[config.mk]
export PLATFORM = sky130hd
export DESIGN_NAME = vga_plot_arbiter
export DESIGN_NICKNAME = d
export VERILOG_FILES = /design/src/rtl/vga_plot_arbiter.sv
export SDC_FILE = /design/constraint.sdc
export NUM_CORES = 1
export LEC_CHECK = 0
export ABC_AREA = 1
export BUFFER_PORTS_ARGS = -buffer_cell sky130_fd_sc_hd__buf_2
export CAP_MARGIN = 10
export CORE_MARGIN = 5
export CORE_UTILIZATION = 45
export DETAILED_ROUTE_END_ITERATION = 8
export PLACE_DENSITY = 0.7
export SLEW_MARGIN = 40
export SYNTH_ARGS = -nofsm -noshare
export SYNTH_HDL_FRONTEND = slang
export SYNTH_SLANG_ARGS = --single-unit
[constraint.sdc]
create_clock -name clk -period 2.7 [get_ports clk]
set_input_delay 0.405 -clock clk [delete_from_list [all_inputs] [get_ports clk]]
set_output_delay 0.405 -clock clk [all_outputs]
set_load 0.02 [all_outputs]
[src/rtl/vga_plot_arbiter.sv]
// Round-robin arbiter sharing the vga_adapter pixel port between three
// tile requesters; each grant is expanded into a clipped 4x4 pixel tile.
module vga_plot_arbiter #(
  parameter int X_MAX = 159,
  parameter int Y_MAX = 119
) (
  input  logic        clk,
  input  logic        resetn,
  input  logic [2:0]  req,
  input  logic [23:0] req_x,
  input  logic [20:0] req_y,
  input  logic [8:0]  req_colour,
  output logic [2:0]  grant,
  output logic [2:0]  done,
  output logic        busy,
  output logic [7:0]  x_out,
  output logic [6:0]  y_out,
  output logic [2:0]  colour,
  output logic        plot
);

  typedef enum logic {IDLE, DRAW} state_e;

  state_e     state_q, state_d;
  logic [3:0] cnt_q, cnt_d;
  logic [7:0] bx_q, bx_d;
  logic [6:0] by_q, by_d;
  logic [2:0] bc_q, bc_d;
  logic [1:0] own_q, own_d;
  logic [1:0] last_q, last_d;

  logic [1:0] p1, p2, win;
  logic [7:0] sel_x;
  logic [6:0] sel_y;
  logic [2:0] sel_c;

  // Search order after the last owner: last+1, last+2, last (mod 3)
  always_comb begin
    p1 = (last_q == 2'd2) ? 2'd0 : last_q + 2'd1;
    p2 = (p1 == 2'd2) ? 2'd0 : p1 + 2'd1;
    if (req[p1])      win = p1;
    else if (req[p2]) win = p2;
    else              win = last_q;
  end

  always_comb begin
    case (win)
      2'd0: begin
        sel_x = req_x[7:0];
        sel_y = req_y[6:0];
        sel_c = req_colour[2:0];
      end
      2'd1: begin
        sel_x = req_x[15:8];
        sel_y = req_y[13:7];
        sel_c = req_colour[5:3];
      end
      default: begin
        sel_x = req_x[23:16];
        sel_y = req_y[20:14];
        sel_c = req_colour[8:6];
      end
    endcase
  end

  always_comb begin
    state_d = state_q;
    cnt_d   = cnt_q;
    bx_d    = bx_q;
    by_d    = by_q;
    bc_d    = bc_q;
    own_d   = own_q;
    last_d  = last_q;
    unique case (state_q)
      IDLE: begin
        if (|req) begin
          bx_d    = sel_x;
          by_d    = sel_y;
          bc_d    = sel_c;
          own_d   = win;
          cnt_d   = 4'd0;
          state_d = DRAW;
        end
      end
      DRAW: begin
        cnt_d = cnt_q + 4'd1;
        if (cnt_q == 4'd15) begin
          last_d  = own_q;
          state_d = IDLE;
        end
      end
      default: state_d = IDLE;
    endcase
  end

  always_ff @(posedge clk or negedge resetn) begin
    if (!resetn) begin
      state_q <= IDLE;
      cnt_q   <= 4'd0;
      bx_q    <= 8'd0;
      by_q    <= 7'd0;
      bc_q    <= 3'd0;
      own_q   <= 2'd0;
      last_q  <= 2'd2;
    end else begin
      state_q <= state_d;
      cnt_q   <= cnt_d;
      bx_q    <= bx_d;
      by_q    <= by_d;
      bc_q    <= bc_d;
      own_q   <= own_d;
      last_q  <= last_d;
    end
  end

  logic       draw;
  logic [8:0] xs;
  logic [7:0] ys;
  logic [2:0] oh;

  assign draw = (state_q == DRAW);
  assign xs   = {1'b0, bx_q} + {7'd0, cnt_q[1:0]};
  assign ys   = {1'b0, by_q} + {6'd0, cnt_q[3:2]};
  assign oh   = 3'b001 << own_q;

  assign busy   = draw;
  assign grant  = (draw && cnt_q == 4'd0)  ? oh : 3'b000;
  assign done   = (draw && cnt_q == 4'd15) ? oh : 3'b000;
  assign x_out  = draw ? xs[7:0] : 8'd0;
  assign y_out  = draw ? ys[6:0] : 7'd0;
  assign colour = draw ? bc_q : 3'd0;
  assign plot   = draw && (xs <= 9'(X_MAX)) && (ys <= 8'(Y_MAX));

endmodule

==> results of run 1 <==
-- synthesized netlist by cell type (3+ instances only) --
| master | count |
|---|---|
| nand3_2 | 18 |
| nor3_1 | 5 |
| buf_2 | 7 |
| or2_1 | 6 |
| nand4_1 | 21 |
| nor2_1 | 17 |
| o21ai_1 | 5 |
| o21ai_0 | 25 |
| ha_1 | 6 |
| nand3_1 | 29 |
| xor2_1 | 6 |
| dfrtp_1 | 26 |
| nand2_2 | 4 |
| a21oi_1 | 4 |
| nand2_1 | 58 |
| inv_1 | 88 |
| inv_2 | 3 |
| clkbuf_1 | 3 |
-- flip-flops by register name (all words and copies together), names as in the netlist --
register / flops
bc_q: 3
by_q: 7
cnt_q: 4
bx_q: 8
own_q: 2
busy: 1
last_q: 2
-- logic make-up after synthesis --
family / after synthesis / synth area share (%)
and+or+nand+nor: 166 / 37.79
buffers and inverters: 106 / 18.53
AOI/OAI and AO/OA: 36 / 8.537
DFF: 27 / 28.16
adders and majority gates: 8 / 4.789
xor gates and xnor gates: 6 / 2.186
-- what timing repair did --
item	CTS	global route
hold endpoints to repair	0	0
endpoints found under the setup margin	0	2
buffers inserted	0	3
resized for setup	0	5
-- metrics by stage --
step | cells | setup TNS (ns) | power, mW | instance area (µm²)
finish | 500 | 0 | 3.379 | 2952
global route | 500 | -0.007437 | 3.721 | 2952
CTS | 497 | 0 | 3.347 | 2910
detailed placement | 493 | 0 | 3.095 | 2860
global placement | 491 | 0 | 3.003 | 2830
floorplan | 349 | 0 | 2.484 | 2404
-- per-layer routing --
layer  up-vias  wire (µm)  GRT usage (%)
li1       1246          -              -
met4         0         58          4.160
met5         -          0              0
met2        92       2564          26.90
met1      1043       2882          24.95
met3         5        471          2.178
-- final cells by class --
cell class              count  area, µm²  share of cell area [%]
well taps                  70      87.58                   2.967
clock inverters             1      8.758                  0.2967
clock buffers               3      41.29                   1.399
inverters                  91      341.6                   11.57
multi-input cells         216       1295                   43.87
flip-flops and latches     27      676.9                   22.93
repair buffers             92      500.5                   16.96
-- path summary, 6_finish.rpt --
| kind | startpoint | to | cells past startpoint |
|---|---|---|---|
| min in group clk | req_x[15] | bx_q[7] | 5 |
| max in group asynchronous | resetn | bx_q[7] | 1 |
| worst max-delay path | by_q[0] | plot | 11 |
| worst max register to register | last_q[1] | bx_q[0] | 11 |
| worst min register to register | cnt_q[3] | cnt_q[3] | 1 |
| worst min-delay path | resetn | bx_q[2] | 1 |
-- report_power, final --
group / switching (mW) / internal, mW
sequential: 0.198 / 0.608
combinational: 1.47 / 0.859
clock: 0.136 / 0.108
-- cell usage in the layout (no fill, tap or decap), types with 3 or more instances in the layout --
| cell | Yosys | layout |
|---|---|---|
| nand2_2 | 4 | 4 |
| inv_2 | 3 | 3 |
| nor2_1 | 17 | 17 |
| or2_1 | 6 | 6 |
| clkbuf_8 | 0 | 3 |
| inv_1 | 88 | 88 |
| nand2_1 | 58 | 58 |
| buf_2 | 7 | 82 |
| dfrtp_1 | 26 | 26 |
| nand4_1 | 21 | 21 |
| xor2_1 | 6 | 5 |
| nand3_1 | 29 | 29 |
| ha_1 | 6 | 5 |
| a21oi_1 | 4 | 3 |
| nor3_1 | 5 | 5 |
| o21ai_0 | 25 | 25 |
| buf_4 | 1 | 8 |
| o21ai_1 | 5 | 5 |
| nand3_2 | 18 | 18 |
==> impl_metrics.csv, run 1 <==
group,metric,value,unit
floorplanning,rows,26,
clock_network,cts-root-buf,"clkbuf_8",
placement,gp_congestion,0.7752,
cells_and_area,fin_util,57.42,%
drt,routedWlPerCell,11.95,µm
timing,period_share,94.12,%
power_and_ir_drop,leakagePower,1.784,nW
floorplanning,io_pins,85,
timing,period_needed,2.541,ns
cells_and_area,num-nets-final,498,
synth,netlist_area,2404,µm²
setup_path,worstSetupPathType,"flop to primary output",
floorplanning,start_util,46.76,%
global_routing,antenna_found_initial,0,
clock_network,cts_tree,"yes",
timing,max_freq,393.5,MHz
timing,holdWs,0.1209,ns
drt,dr_total_vias,2386,
cells_and_area,drive_gt1_share,30.93,%
synth,synth_edf_count,0,
setup_path,max_stage_delay,0.40,ns
synth,synth_top_area_cell,"dfrtp_1",
setup_path,worstPathArrival,2.14,ns
synth,netlist-cell-type-count,32,
timing,timing.final.ws_setup,0.1588,ns
setup_path,cp_max_fo,3,
global_routing,grt_pass1_wl,10.10,mm
power_and_ir_drop,ir_drop,0.0004347,V
synth,synth_top_area_share,27.07,%
cells_and_area,diodes,0,
global_routing,grt_pass1_vias,2270,
setup_path,rrSetupSlack,0.60,ns
synth,yosysWarnings,0,
drt,routed_wl,5.976,mm
floorplanning,core-area,5140,µm²
clock_network,cts_buffers,3,
setup_path,cp_cell_sequence,"ha_1 > inv_1 > fa_1 > inv_1 > nand3_1 > xor2_2 > nor2_1 > nand2_1 > nand4_1 > a21oi_2 > buf_4",
placement,portBuffers,84,
drt,drc,0,
setup_path,crit_required,2.30,ns
synth,synth-seq-cells,27,
setup_path,critPathBufInv,3,
power_and_ir_drop,power.density,1145,nW/µm²
clock_network,clk_latency,0.28,ns
synth,synth_area_per_cell,6.887,µm²
floorplanning,die_w,83.09,µm
drt,firstDrtPassIters,4,
clock_network,clock_path_buffers,2,
setup_path,cp-end-kind,"primary output",
clock_network,cts_htree_levels,1,
synth,netlist_top_cells_area,"dfrtp_1 (27%), inv_1 (14%), nand2_1 (9.1%)",
setup_path,cpMostUsedCell,"inv_1",
status,status,"complete, no violations",
setup_path,critPathSlowestCell,"fa_1",
drt,drt_iter0_markers,118,
cells_and_area,fillCellCount,546,
floorplanning,dieArea,6903,µm²
synth,synthCells,349,
clock_network,clk_pin_slew,0.10,ns
timing,finalHoldViolCount,0,
global_routing,grt-ovfl-total,0,
flow_run,max_cap_viol_count,0,
setup_path,crit_family,"adder cells",
synth,synth-main-ff-cell,"dfrtp_1",
synth,yosysSeqAreaShare,28.16,%
timing,finalSetupViolations,0,
global_routing,grt_max_degree,29,
drt,antenna_left,0,
timing,finalClockSkew,0.007297,ns
clock_network,clock_sinks,27,
synth,synthArstFlopShare,100.0,%
placement,pre_cts_ws,0.3779,ns
timing,relSlewSlack,60.08,%
placement,dp_hpwl,4.864,mm
timing,maxSlewViolCount,0,
timing,worstMarginPinSlew,0.5988,ns
drt,via_per_inst,4.772,
hold_path,min_path_type,"primary input to asynchronous set/reset pin",
synth,syn-num-nets,416,
floorplanning,die_h,83.09,µm
cells_and_area,area_delta_synth_final,22.80,%
clock_network,cts_hold_buf,0,
setup_path,crit_path_start_kind,"flop",
global_routing,grt_util_all_layers,17.15,%
Note: power is estimated with default switching activity, not from simulation.
==> inputs of run 2 (changes only) <==
CTS_BUF_LIST = sky130_fd_sc_hd__clkbuf_4   (was not set)
==> impl_metrics.csv, run 2 (synthesis results as in run 1) <==
group,metric,value,unit
status,status,"complete, no violations",
power_and_ir_drop,p_sw_share,53.73,%
placement,pre_cts_ws,0.3779,ns
global_routing,grt_util_all_layers,16.98,%
drt,firstDrtPassIters,5,
hold_path,min_path_type,"primary input to asynchronous set/reset pin",
floorplanning,die_h,83.09,µm
cells_and_area,final_cell_area,2982,µm²
global_routing,grt_pass1_vias,2268,
placement,portBuffers,84,
setup_path,cp_max_fo,3,
flow_run,max_cap_viol_count,0,
drt,via_per_inst,4.738,
timing,finalSetupViolations,0,
drt,drt_iter0_markers,147,
setup_path,crit_required,2.30,ns
floorplanning,core-area,5140,µm²
power_and_ir_drop,ir_drop,0.0004216,V
power_and_ir_drop,switching_power,1.836,mW
placement,gp_congestion,0.7752,
drt,drc,0,
timing,max_freq,384.6,MHz
timing,relSlewSlack,60.36,%
power_and_ir_drop,clockPowerShare,5.5,%
clock_network,cts_htree_levels,1,
global_routing,grt-ovfl-total,0,
power_and_ir_drop,p_int,1.581,mW
clock_network,clk_latency,0.33,ns
timing,worstMarginPinSlew,0.5945,ns
timing,period_needed,2.600,ns
cells_and_area,num-nets-final,502,
cells_and_area,largest_reg_flops,8,
placement,dp_hpwl,4.864,mm
global_routing,antenna_found_initial,0,
cells_and_area,drive_gt1_share,32.95,%
floorplanning,dieArea,6903,µm²
clock_network,clock_path_buffers,2,
floorplanning,io_pins,85,
clock_network,clock_sinks,27,
setup_path,worstSetupPathType,"flop to primary output",
cells_and_area,final_common_cell,"inv_1",
timing,timing.final.ws_setup,0.09987,ns
timing,finalClockSkew,0.01499,ns
setup_path,cp-end-kind,"primary output",
cells_and_area,regMostFlops,"bx_q",
timing,maxSlewViolCount,0,
timing,period_share,96.30,%
timing,finalHoldViolCount,0,
setup_path,worstPathArrival,2.20,ns
power_and_ir_drop,power_frac_seq,23.5,%
drt,routedWlPerCell,12.16,µm
drt,routed_wl,6.128,mm
global_routing,grt_max_degree,29,
placement,place_area,2860,µm²
cells_and_area,final_cell_mix,"inv_1 (88), buf_2 (82), nand2_1 (57)",
floorplanning,die_w,83.09,µm
setup_path,crit_path_start_kind,"flop",
drt,antenna_left,0,
global_routing,grt_pass1_wl,10.12,mm
floorplanning,start_util,46.76,%
drt,dr_total_vias,2388,
power_and_ir_drop,leakagePower,1.796,nW
floorplanning,rows,26,
cells_and_area,area_delta_synth_final,24.05,%
clock_network,cts-root-buf,"clkbuf_4",
clock_network,cts_tree,"yes",
clock_network,clk_pin_slew,0.17,ns
power_and_ir_drop,power.density,1146,nW/µm²
power_and_ir_drop,combPwrFrac,70.9,%
cells_and_area,reg_top3,"bx_q (8), by_q (7), cnt_q (4)",
cells_and_area,diodes,0,
clock_network,cts_hold_buf,0,
power_and_ir_drop,design_power_total,3.417,mW
clock_network,cts_buffers,3,
run 2: cell types whose count changed in the layout (fill, tap and decap cells not counted), moves of 2 or more:
cell	delta
buf_4	+4
clkbuf_4	+3
clkbuf_8	-3
fa_1	-2
fa_2	+2
run 2: worst paths after layout:
path / start / cells past startpoint / to / slack [ns]
setup / recovery: cnt_q[2] / 11 / plot / 0.1
setup reg to reg: last_q[1] / 11 / bx_q[0] / 0.58
min in group clk: req_y[11] / 5 / by_q[4] / 0.38
max in group asynchronous: resetn / 1 / cnt_q[1] / 2.23
hold / removal: resetn / 1 / by_q[5] / 0.05
hold reg to reg: bc_q[2] / 3 / bc_q[2] / 0.58
run 2: per-layer routing:
layer  track usage (%)  share of wire (%)
met4             2.823               0.55
met2             26.82                 45
met5                 0                  0
met1             25.26                 48
met3             1.881                5.8
run 2: power by group through the flow:
| stage | Sequential (mW) | Clock (mW) | Combinational, mW |
|---|---|---|---|
| 3_5_place_dp | 0.817 | 0 | 2.28 |
| 4_1_cts | 0.804 | 0.193 | 2.32 |
| 2_1_floorplan | 0.749 | 0 | 1.73 |
| 3_3_place_gp | 0.807 | 0 | 2.20 |
| 6_report | 0.804 | 0.189 | 2.42 |
| 5_1_grt | 0.833 | 0.211 | 2.70 |
run 2: layout make-up:
type                       instances  area [µm²]
multi-input combinational        216        1313
fill                             545        2158
timing repair buffer              96       530.5
tap                               70       87.58
clock buffer                       3       22.52
sequential                        27       678.2
clock inverter                     1       8.758
inverter                          91       341.6
run 2: stage by stage:
step | TNS, ns | instances | hold WS, ns | utilization (%)
2_1_floorplan | 0 | 349 | 0.1094 | -
3_3_place_gp | 0 | 491 | 0.4452 | 55.06
3_5_place_dp | 0 | 493 | 0.4448 | 55.65
4_1_cts | 0 | 499 | 0.07072 | 56.55
5_1_grt | -0.04353 | 504 | 0.08105 | 58.01
6_report | 0 | 504 | 0.04927 | 58.01
run 2: timing repair:
action	CTS	global route
buffers inserted	2	5
pin swaps	1	2
endpoints found under the setup margin	1	4
gates resized for setup	0	11
run 2: worst max-delay path: stages, from the launching register on:
cell     delay [ns]
dfrtp_1        0.39
ha_1           0.18
inv_1          0.06
fa_2           0.36
inv_1          0.07
nand3_1        0.13
xor2_2         0.17
nor2_1         0.05
nand2_1        0.06
nand4_1        0.09
a21oi_2        0.14
buf_4          0.15
==> inputs of run 3 (changes only) <==
CELL_PAD_IN_SITES_DETAIL_PLACEMENT = 1   (was not set)
CELL_PAD_IN_SITES_GLOBAL_PLACEMENT = 1   (was not set)
CORE_UTILIZATION = 38   (was 45)
PLACE_DENSITY = 0.84   (was 0.7)
==> impl_metrics.csv, run 3 (synthesis results as in run 1) <==
group,metric,value,unit
status,status,"complete, no violations",
global_routing,met3_usage,1.751,%
drt,drt_iter0_markers,83,
timing,finalClockSkew,0.002579,ns
timing,period_needed,2.612,ns
cells_and_area,final_common_cell,"inv_1",
timing,relSlewSlack,58.21,%
global_routing,met1_usage,26.57,%
drt,routed_wl,7.292,mm
setup_path,crit_required,2.30,ns
timing,max_freq,382.9,MHz
clock_network,cts_tree,"yes",
clock_network,clock_sinks,27,
power_and_ir_drop,design_power_total,3.468,mW
drt,dr_total_vias,2482,
setup_path,crit_path_start_kind,"flop",
placement,gp_congestion,0.8470,
floorplanning,io_pins,85,
hold_path,min_path_type,"primary input to asynchronous set/reset pin",
cells_and_area,largest_reg_flops,8,
power_and_ir_drop,ir_drop,0.0005399,V
placement,dp_hpwl,5.888,mm
clock_network,cts_hold_buf,0,
setup_path,cp_cell_sequence,"ha_1 > inv_1 > fa_2 > inv_1 > nand3_2 > xor2_2 > nor2_1 > nand2_1 > nand4_1 > a21oi_2 > buf_4",
global_routing,grt_pass1_vias,2559,
setup_path,cpMostUsedCell,"inv_1",
clock_network,clk_latency,0.32,ns
global_routing,grt_pass1_wl,11.99,mm
cells_and_area,final_cell_mix,"inv_1 (88), buf_2 (82), nand2_1 (58)",
cells_and_area,area_delta_synth_final,24.41,%
cells_and_area,diodes,0,
clock_network,cts_htree_levels,1,
timing,timing.final.ws_setup,0.08813,ns
clock_network,clock_path_buffers,2,
global_routing,antenna_found_initial,0,
timing,finalSetupViolations,0,
placement,place_area,2889,µm²
floorplanning,dieArea,8016,µm²
clock_network,cts-root-buf,"clkbuf_4",
global_routing,grt_busiest_layer,"met2",
floorplanning,core-area,6241,µm²
setup_path,critPathSlowestCell,"dfrtp_1",
power_and_ir_drop,leakagePower,1.798,nW
global_routing,grt_util_all_layers,18.80,%
setup_path,cp_max_fo,3,
floorplanning,die_w,89.53,µm
cells_and_area,final_cell_area,2990,µm²
setup_path,critPathBufInv,3,
timing,finalHoldViolCount,0,
timing,worstMarginPinSlew,0.6268,ns
global_routing,grt_max_degree,29,
drt,antenna_left,0,
drt,drc,0,
clock_network,clk_pin_slew,0.15,ns
timing,holdWs,0.06853,ns
floorplanning,start_util,38.51,%
setup_path,cp-end-kind,"primary output",
timing,period_share,96.74,%
cells_and_area,drive_gt1_share,32.10,%
clock_network,cts_buffers,3,
drt,via_per_inst,4.867,
power_and_ir_drop,power.density,1160,nW/µm²
global_routing,grt-ovfl-total,0,
setup_path,worstPathArrival,2.21,ns
setup_path,crit_family,"adder cells",
cells_and_area,reg_top3,"bx_q (8), by_q (7), cnt_q (4)",
cells_and_area,regMostFlops,"bx_q",
placement,portBuffers,84,
flow_run,max_cap_viol_count,0,
drt,routedWlPerCell,14.30,µm
timing,maxSlewViolCount,0,
drt,firstDrtPassIters,4,
floorplanning,die_h,89.53,µm
global_routing,grtUsageMet2,31.75,%
cells_and_area,fin_util,47.92,%
setup_path,worstSetupPathType,"flop to primary output",
setup_path,max_stage_delay,0.41,ns
placement,pre_cts_ws,0.3531,ns
floorplanning,rows,29,
cells_and_area,num-nets-final,501,
-- run 3: layer usage --
layer | wire [µm] | up-vias | share of wire [%]
met5 | 0 | - | 0
met2 | 3641 | 53 | 50
met4 | 36 | 0 | 0.49
met1 | 3302 | 1170 | 45
met3 | 311 | 4 | 4.3
li1 | - | 1255 | -
-- run 3: path summary, 6_finish.rpt --
check,startpoint,cells past startpoint,slack [ns],end
max,cnt_q[2],11,0.09,plot
min,resetn,1,0.07,bx_q[3]
max reg2reg,last_q[1],11,0.58,by_q[0]
min reg2reg,bc_q[1],3,0.59,bc_q[1]
max in group asynchronous,resetn,1,2.22,bx_q[7]
min in group clk,req_colour[4],5,0.39,bc_q[1]
-- run 3: final cells by class --
cell class / count / area (µm²)
Fill cell: 870 / 3251
Multi-Input combinational cell: 216 / 1310
Sequential cell: 27 / 676.9
Timing Repair Buffer: 95 / 535.5
Inverter: 91 / 341.6
Tap cell: 77 / 96.34
Clock buffer: 4 / 30.03
-- run 3: timing repair --
item / 4_1_cts / 5_1_grt
pin swaps: 0 / 1
gates resized for setup: 2 / 7
buffers inserted: 1 / 4
setup endpoints to repair: 1 / 4
-- run 3: worst register-to-register path: cells and delay by family (launching register included) --
family | cells | cell delay, ns
and+or+nand+nor | 9 | 1.07
DFF | 1 | 0.68
buffers and inverters | 2 | 0.33
-- run 3: stage by stage --
stage | TNS, ns | std cells
after global routing | -0.08517 | 510
final | 0 | 510
after CTS | 0 | 506
after floorplan | 0 | 349
after global placement | 0 | 499
after detailed placement | 0 | 501
-- run 3: power by group --
group | switching, mW | total, mW | internal (mW)
Sequential | 0.211 | 0.817 | 0.606
Clock | 0.124 | 0.192 | 0.0679
Combinational | 1.55 | 2.46 | 0.913
Total | 1.88 | 3.47 | 1.59
